[src/rtl/visframe_rx.sv]
// Frame buffer between a correlator visibility stream and a back-pressured AXI-Stream consumer.
// Whole frames are committed atomically. Define VISRX_COUNTERS_EN to enable the drop counter.
module visframe_rx #(
    parameter int unsigned WIDTH = 8,
    parameter int unsigned DEPTH = 64,
    parameter int unsigned CBITS = 16
) (
    input  logic                     clock,
    input  logic                     reset,
    input  logic                     vis_frame_i,
    input  logic                     vis_valid_i,
    input  logic                     vis_first_i,
    input  logic                     vis_last_i,
    input  logic [WIDTH-1:0]         vis_real_i,
    input  logic [WIDTH-1:0]         vis_imag_i,
    output logic                     m_tvalid,
    input  logic                     m_tready,
    output logic                     m_tlast,
    output logic [2*WIDTH-1:0]       m_tdata,
    output logic                     overflow_o,
    output logic [$clog2(DEPTH):0]   level_o,
    output logic [CBITS-1:0]         drop_count_o
);

    localparam int unsigned AW = $clog2(DEPTH);
    localparam int unsigned PW = AW + 1;
    localparam int unsigned DW = 2 * WIDTH + 1;

    typedef enum logic [1:0] {StIdle, StRecv, StDrop} state_e;

    state_e        state_q, state_d;
    logic [PW-1:0] wr_ptr_q, wr_ptr_d;
    logic [PW-1:0] cm_ptr_q, cm_ptr_d;
    logic [PW-1:0] rd_ptr_q, rd_ptr_d;
    logic [PW-1:0] fe_ptr_q;
    logic [PW-1:0] base_ptr;
    logic          has_space;
    logic          wr_en;
    logic          start;
    logic          drop_proto;
    logic          drop_ovf;

    logic [DW-1:0] mem [DEPTH];
    logic [DW-1:0] s1_data_q;
    logic          s1_valid_q;
    logic          out_ready;
    logic          fetch;
    logic          xfer;

    // A new first word inside an open frame reuses the space of the abandoned partial frame.
    always_comb begin
        base_ptr   = (state_q == StRecv && vis_first_i) ? cm_ptr_q : wr_ptr_q;
        has_space  = (base_ptr - rd_ptr_q) != PW'(DEPTH);
        state_d    = state_q;
        wr_ptr_d   = wr_ptr_q;
        cm_ptr_d   = cm_ptr_q;
        wr_en      = 1'b0;
        start      = 1'b0;
        drop_proto = 1'b0;
        drop_ovf   = 1'b0;
        if (vis_valid_i) begin
            case (state_q)
                StIdle: begin
                    if (vis_first_i) start = 1'b1;
                    else             drop_proto = 1'b1;
                end
                StRecv: begin
                    if (vis_first_i) begin
                        drop_proto = 1'b1;
                        wr_ptr_d   = cm_ptr_q;
                        start      = 1'b1;
                    end else if (!has_space) begin
                        wr_ptr_d = cm_ptr_q;
                        drop_ovf = 1'b1;
                        state_d  = vis_last_i ? StIdle : StDrop;
                    end else begin
                        wr_en    = 1'b1;
                        wr_ptr_d = wr_ptr_q + PW'(1);
                        if (vis_last_i) begin
                            cm_ptr_d = wr_ptr_q + PW'(1);
                            state_d  = StIdle;
                        end
                    end
                end
                StDrop: begin
                    if (vis_first_i)     start = 1'b1;
                    else if (vis_last_i) state_d = StIdle;
                end
                default: state_d = StIdle;
            endcase
            if (start) begin
                if (!has_space) begin
                    wr_ptr_d = cm_ptr_q;
                    drop_ovf = 1'b1;
                    state_d  = vis_last_i ? StIdle : StDrop;
                end else begin
                    wr_en    = 1'b1;
                    wr_ptr_d = base_ptr + PW'(1);
                    if (vis_last_i) begin
                        cm_ptr_d = base_ptr + PW'(1);
                        state_d  = StIdle;
                    end else begin
                        state_d  = StRecv;
                    end
                end
            end
        end else if (state_q == StRecv && !vis_frame_i) begin
            wr_ptr_d   = cm_ptr_q;
            drop_proto = 1'b1;
            state_d    = StIdle;
        end
    end

    always_ff @(posedge clock) begin
        if (reset) begin
            state_q    <= StIdle;
            wr_ptr_q   <= '0;
            cm_ptr_q   <= '0;
            overflow_o <= 1'b0;
        end else begin
            state_q    <= state_d;
            wr_ptr_q   <= wr_ptr_d;
            cm_ptr_q   <= cm_ptr_d;
            overflow_o <= drop_ovf;
        end
    end

    always_ff @(posedge clock) begin
        if (wr_en) mem[base_ptr[AW-1:0]] <= {vis_last_i, vis_imag_i, vis_real_i};
    end

    // rd_ptr frees space only on consumer transfer; fe_ptr runs ahead to fill the read pipeline.
    assign out_ready = !m_tvalid || m_tready;
    assign fetch     = (fe_ptr_q != cm_ptr_q) && (!s1_valid_q || out_ready);
    assign xfer      = m_tvalid && m_tready;
    assign rd_ptr_d  = rd_ptr_q + PW'(xfer);

    always_ff @(posedge clock) begin
        if (fetch) s1_data_q <= mem[fe_ptr_q[AW-1:0]];
    end

    always_ff @(posedge clock) begin
        if (reset) begin
            fe_ptr_q   <= '0;
            rd_ptr_q   <= '0;
            s1_valid_q <= 1'b0;
            m_tvalid   <= 1'b0;
            m_tlast    <= 1'b0;
            m_tdata    <= '0;
            level_o    <= '0;
        end else begin
            if (fetch) begin
                s1_valid_q <= 1'b1;
                fe_ptr_q   <= fe_ptr_q + PW'(1);
            end else if (out_ready) begin
                s1_valid_q <= 1'b0;
            end
            if (out_ready) begin
                m_tvalid <= s1_valid_q;
                if (s1_valid_q) {m_tlast, m_tdata} <= s1_data_q;
            end
            rd_ptr_q <= rd_ptr_d;
            level_o  <= cm_ptr_d - rd_ptr_d;
        end
    end

`ifdef VISRX_COUNTERS_EN
    logic [CBITS:0] drop_sum;
    assign drop_sum = {1'b0, drop_count_o} + (CBITS+1)'(drop_proto) + (CBITS+1)'(drop_ovf);

    always_ff @(posedge clock) begin
        if (reset)            drop_count_o <= '0;
        else if (drop_sum[CBITS]) drop_count_o <= '1;
        else                  drop_count_o <= drop_sum[CBITS-1:0];
    end
`else
    logic unused_drop;
    assign unused_drop  = drop_proto;
    assign drop_count_o = '0;
`endif

endmodule
[config.mk]
export PLATFORM = sky130hd
export DESIGN_NAME = visframe_rx
export DESIGN_NICKNAME = d
export VERILOG_FILES = /design/src/rtl/visframe_rx.sv
export SDC_FILE = /design/constraint.sdc
export NUM_CORES = 1
export LEC_CHECK = 0
export ABC_AREA = 0
export CORE_ASPECT_RATIO = 1.2
export CORE_MARGIN = 2
export CORE_UTILIZATION = 56
export CTS_BUF_LIST = sky130_fd_sc_hd__clkbuf_16
export CTS_CLUSTER_SIZE = 25
export DETAILED_ROUTE_END_ITERATION = 8
export PLACE_DENSITY = 0.72
export SLEW_MARGIN = 10
export SYNTH_ARGS = -nofsm -noshare
export SYNTH_HDL_FRONTEND = slang
export SYNTH_SLANG_ARGS = --single-unit
[constraint.sdc]
create_clock -name clock -period 8.9 [get_ports clock]
set_input_delay 0.89 -clock clock [delete_from_list [all_inputs] [get_ports clock]]
set_output_delay 0.89 -clock clock [all_outputs]
set_load 0.01 [all_outputs]
Word level (Yosys, flattened, before mapping). Memory sizes are Yosys's and may differ from the RTL's. A register that Yosys moved wholly into a read port is not among the register bits. Cells that the tools add are included.

$add $sub $neg: 6. Equality and inequality tests: 8. Multiplexer cells: 45. Bitwise operators: 1. Reductions and logical operators: 17.

Operators with widths (number): $mux W7 (16); $add A7 B1 Y7 const B (3); $mux W1 (19); $mux W2 (9); $sub A7 B7 Y7 (2); $add A7 B1 Y7 (1); $ne A7 B7 Y1 (1); $ne A7 B7 Y1 const B (1); $pmux W2 S3 (1); $logic_and A1 B1 Y1 (4); $ne A4 B3 Y1 const B (1); $ne A4 B4 Y1 const B (1); $reduce_and A2 Y1 (2); $reduce_and A4 Y1 (1); $reduce_bool A2 Y1 (2); $logic_not A1 Y1 (3); $ne A3 B1 Y1 const B (1); $ne A3 B3 Y1 const B (1); $reduce_or A3 Y1 (1); $eq A2 B1 Y1 const B (1); $eq A2 B2 Y1 const B (1); $logic_not A2 Y1 (1); $logic_or A1 B1 Y1 (2); $reduce_or A2 Y1 (1); $not A1 Y1 (1).

Register bits: 57. RAM bits: 1088. Input port bits: 23. Output and inout port bits: 42. Word-level logic and storage cells: 89. Memories: 1.

Memories: mem (depth 64, bits a word 17, read ports 1, clocked after Yosys merged registers in 1, wr ports 1, RTL line 43) `logic [DW-1:0] mem [DEPTH];`.

Longest topological paths before layout.
Depth in word-level cells: 13. Gate-level depth with buffers: 23. Mapped depth without buffers: 23.

Worst setup path after synthesis. OpenSTA, ideal clock, no wires.

Path kind: input-to-reg. From: in vis_first_i. To: reg level_o[6]. Library setup time: 128 ps. Data arrival time: 4781 ps. Required time: 8772 ps. Setup slack: 3991 ps. Cell stages on the path: 20. Buffers on the path: 0. Cells stage by stage: nand2_4 -> mux2i_1 -> inv_1 -> ha_1 -> a2111oi_0 -> a21oi_2 -> xnor2_4 -> a21oi_4 -> and2_1 -> a31o_2 -> ha_1 -> fa_1 -> nor2b_1 -> o21ai_0 -> nand2b_1 -> a21o_1 -> a21oi_1 -> xor2_1 -> xnor2_1 -> nor2_1.

Cells in the longest elaborated chain, start to end: 12. Elaborated cells between the ends (all ways): 16. Classes of those cells: add/sub: 3; eq/ne: 1; mux: 11; reduce/logical: 1.

Ends and longest elaborated chain: start, declared (RTL line 12) `input logic vis_first_i,`; $logic_and A1 B1 Y1 (RTL line 52) `base_ptr = (state_q == StRecv && vis_first_i) ? cm_ptr_q : wr_ptr_q;`; $mux W7 (RTL line 52); $sub A7 B7 Y7 (RTL line 53) `has_space = (base_ptr - rd_ptr_q) != PW'(DEPTH);`; $ne A7 B7 Y1 (RTL line 53); $mux W7 (RTL line 72) `end else if (!has_space) begin`; $mux W7 (RTL line 68) `if (vis_first_i) begin`; $mux W7 (RTL line 62) `case (state_q)`; $mux W7 (RTL line 99) `if (vis_last_i) begin`; $mux W7 (RTL line 92) `if (!has_space) begin`; $mux W7 * (RTL line 91) `if (start) begin`; $mux W7 * (RTL line 61) `if (vis_valid_i) begin`; $sub A7 B7 Y7 * (RTL line 163) `level_o <= cm_ptr_d - rd_ptr_d;`; end signal, assigned (RTL line 163); end, declared (RTL line 21) `output logic [$clog2(DEPTH):0] level_o,`.

Mark *: on every way between the ends. The rest lies on a longest branch, timed or not. The select of a mux whose other input is x is not followed. A chain may end at the register's enable or synchronous reset.

Final worst setup path.
From: in vis_first_i. To: mem mem[4][2] (netlist name), enable pin.

Cells in the longest elaborated chain, start to end: 12. Elaborated cells between the ends (all ways): 15. Classes of those cells: add/sub: 1; eq/ne: 1; mux: 12; reduce/logical: 1.

Ends and longest elaborated chain: $logic_and A1 B1 Y1 (RTL line 52); $mux W7 (RTL line 52); $sub A7 B7 Y7 (RTL line 53); $ne A7 B7 Y1 (RTL line 53); $mux W1 (RTL line 72); $mux W1 (RTL line 68); $mux W1 (RTL line 62); $mux W1 (RTL line 92); $mux W1 (RTL line 91); $mux W1 (RTL line 61); $mux W1 (RTL line 129) `if (wr_en) mem[base_ptr[AW-1:0]] <= {vis_last_i, vis_imag_i, vis_real_i};`; $mux W1 (not written as such) (RTL line 129); end, declared (RTL line 43).

Several ways; a longest one is shown, not always the timed one. The select of a mux whose other input is x is not followed.

==> impl_metrics.csv <==
group,metric,value,unit
outcome,status,"finished clean",
setup_path,worstPathRequired,9190,ps
clock_network,clock_sinks,1162,
synthesis,synth.distinct_cells,61,
setup_path,slowest_delay,960,ps
pwr,switchingPower,3590,uW
route,totalWireLength,108000,um
setup_path,r2r-end,"mem[4][2]",
route,via_per_inst,6.57,
cells_and_area,area_growth,11.3,%
worst_hold_path,holdPathEnd,"m_tdata[4]",
place,port_buffers,48,
pwr,p_int,9980,uW
sta,min_period,6080,ps
global_routing,grt_pass1_vias,21700,
synthesis,synthArstFlopShare,0,
setup_path,crit_fanout,17,
synthesis,yosysSeqAreaShare,0.756,
die,pin_count,65,
setup_path,crit_slowest_cell,"nor2_2",
route,dr_total_vias,21600,
pwr,comb_power_share,0.205,
pwr,clkPwrFrac,0.333,
die,fp.dieH,316,um
cells_and_area,final_cell_mix,"edfxtp_1, mux4_2, clkbuf_16",
clock_network,clk_latency,680,ps
setup_path,r2r_cells,12,
worst_hold_path,hold_depth,2,
cells_and_area,fin_nets,2198,
synthesis,synth_enable_flop_cells,1105,
pwr,worst_ir_drop_vdd,0.000231,V
cells_and_area,drive_above_1_share,0.284,
setup_path,ff2ff_setup_slack,2910,ps
global_routing,grt.total_usage,0.265,
clock_network,holdBufCountCts,0,
clock_network,ctsResizeCount,0,
place,dp_hpwl,63800,um
route,wl_met2,53900,um
route,detail-route-antenna-nets,0,
setup_path,critPathLaunchType,"input pin",
sta,skew,21.7,ps
setup_path,cp.arrival,6370,ps
pwr,swShare,0.264,
die,core,80400,sq um
place,gp_congestion,0.889,
global_routing,grt_max_degree,139,
global_routing,antenna_found_initial,2,
sta,maxSlewHeadroom,0.196,
sta,rsz0062_at_grt,"no",
clock_network,cts_setup_buffers,0,
route,drc,0,
place,place_area,47100,sq um
synthesis,synth_flop_cell,"edfxtp_1",
sta,drv_slew,0,
route,drt_iter0_drc,2922,
synthesis,synth.avg_cell_area,22.0,sq um
setup_path,end_kind,"flip-flop",
pwr,p_leak,0.0154,uW
clock_network,cts-root-buf,"clkbuf_16",
die,start_util,0.565,
clock_network,htree_levels,3,
die,dieArea,83400,sq um
clock_network,cts_made_buffers,106,
run,cap_violations,0,
clock_network,clock_path_buffers,3,
route,detail_route.wl_per_cell,32.9,um
synthesis,ys_ff_latch,1162,
route,wl_met1,40500,um
setup_path,crit_buf_inv,2,
worst_hold_path,min_from,"m_tdata[4]",
synthesis,postSynthCellCount,2066,
global_routing,grt_pass1_wl,157000,um
clock_network,cts_tree,"yes",
route,wl_met3,9940,um
sta,tns,0,ps
route,drt-pass1-iter-count,8,
die,die_w,264,um
worst_hold_path,hp-class,"reg2reg",
pwr,seqPwrFrac,0.462,
sta,tightest_slew,1210,ps
clock_network,clk_pin_slew,60,ps
global_routing,overflow,0,
setup_path,path_cells,"clkdlybuf4s50_1 > nand2_4 > mux2i_1 > inv_1 > ha_1 > a2111oi_0 > a21oi_2 > xnor2_4 > a21oi_4 > nand3_1 > or3_1 > nor2_2",
setup_path,r2r-start,"state_q[0]",
route,top_layer,"met4",
sta,hold_ws,459,ps
setup_path,path_class,"in2reg",
synthesis,syn_area,45400,sq um
sta,period_share,0.683,
sta,setup_viol,0,
cells_and_area,final_common_cell,"edfxtp_1",
setup_path,path_delay_family,"simple AND/OR/NAND/NOR gates",
synthesis,synth_warnings,0,
pwr,pwr_density_cell,268,nW/um^2
sta,max_freq,165,MHz
cells_and_area,final_cell_area,50600,sq um
sta,hold_violations,0,
die,row_count,114,
==> worst max-delay path by stage <==
stage                   to         from  cells after the start
6_report         mem[4][2]  vis_first_i                     12
4_1_cts         mem[17][1]  vis_first_i                     12
5_1_grt          mem[4][4]  vis_first_i                     12
2_1_floorplan   level_o[6]  vis_first_i                     20
3_5_place_dp    mem[17][7]  vis_first_i                     12
3_3_place_gp   mem[17][13]  vis_first_i                     12
==> metal layers <==
metal / global-route usage / up-vias
li1: - / 8751
met1: 0.374 / 11400
met2: 0.433 / 1211
met3: 0.0397 / 177
met4: 0.0945 / 0
met5: 0 / -
==> power groups by stage <==
stage / Clock (uW) / Combinational [uW] / Sequential, uW
4_1_cts: 4580 / 2790 / 6270
2_1_floorplan: 0 / 1840 / 6290
5_1_grt: 4780 / 2880 / 6280
6_report: 4520 / 2780 / 6270
3_5_place_dp: 0 / 2780 / 6380
3_3_place_gp: 0 / 2760 / 6380
==> flip-flops by register name, summed over array words and instances, names as in the netlist <==
signal and flops:
mem 1088, rd_ptr_q 7, wr_ptr_q 7, s1_data_q 17, m_tlast 1, overflow_o 1, m_tdata 16, level_o 7
fe_ptr_q 7, m_tvalid 1, s1_valid_q 1, state_q 2, cm_ptr_q 7
==> tightest hold or removal path, cell delays in order, from the launching register on <==
cell and delay (ps):
dfxtp_1 310, nand2_1 50, a21oi_1 50
==> cells in the mapped netlist (all sizes together) (2+ instances only) <==
cell type | count | area [sq um]
edfxtp | 1105 | 33200
mux4 | 357 | 8040
nor2 | 111 | 417
clkbuf | 70 | 263
nand2 | 69 | 267
dfxtp | 57 | 1140
buf | 52 | 294
a21oi | 44 | 250
xnor2 | 23 | 239
ha | 21 | 263
inv | 20 | 75.1
nand3 | 15 | 75.1
o21ai | 15 | 78.8
nor2b | 12 | 75.1
xor2 | 11 | 111
mux2i | 7 | 82.6
nor3 | 7 | 35.0
or3 | 6 | 37.5
nand2b | 5 | 31.3
o211ai | 5 | 37.5
o22ai | 5 | 45.0
and3 | 4 | 25.0
nand4 | 4 | 25.0
and2 | 3 | 18.8
mux2 | 3 | 33.8
o21bai | 3 | 22.5
o22a | 3 | 26.3
a2111oi | 2 | 23.8
a21o | 2 | 15.0
a22oi | 2 | 15.0
a31oi | 2 | 12.5
nor4 | 2 | 12.5
o21a | 2 | 15.0
or2 | 2 | 12.5
or3b | 2 | 17.5
==> area by class of cell <==
cell class / instances / area [sq um]
antenna: 1 / 2.50
clock buffer: 111 / 2780
clock inverter: 83 / 687
fill: 5292 / 29900
inverter: 21 / 78.8
multi-input combinational: 776 / 10700
sequential: 1162 / 34300
tap: 1044 / 1310
timing repair buffer: 86 / 711
==> per-stage QoR <==
| step | cells | setup WS [ps] | util | total power, uW |
|---|---|---|---|---|
| 6_report | 3284 | 2820 | 0.628 | 13600 |
| 5_1_grt | 3283 | 2510 | 0.628 | 13900 |
| 4_1_cts | 3283 | 2840 | 0.628 | 13600 |
| 3_5_place_dp | 3089 | 2120 | 0.585 | 9170 |
| 3_3_place_gp | 3089 | 2570 | 0.585 | 9130 |
| 2_1_floorplan | 2081 | 3990 | - | 8130 |
==> cell families (layout without fill, tap and decap cells) <==
kind of cell,after synthesis,in the layout,share of synthesized area
xor gates and xnor gates,34,34,0.00771
DFF,1162,1162,0.756
AOI/OAI and AO/OA,93,93,0.0135
buffers and inverters,143,301,0.0140
other,1,17,0.0000825
adders and majority gates,22,22,0.00622
and+or+nand+nor,244,244,0.0234
muxes,367,367,0.180
Note: power is estimated with default switching activity, not from simulation.
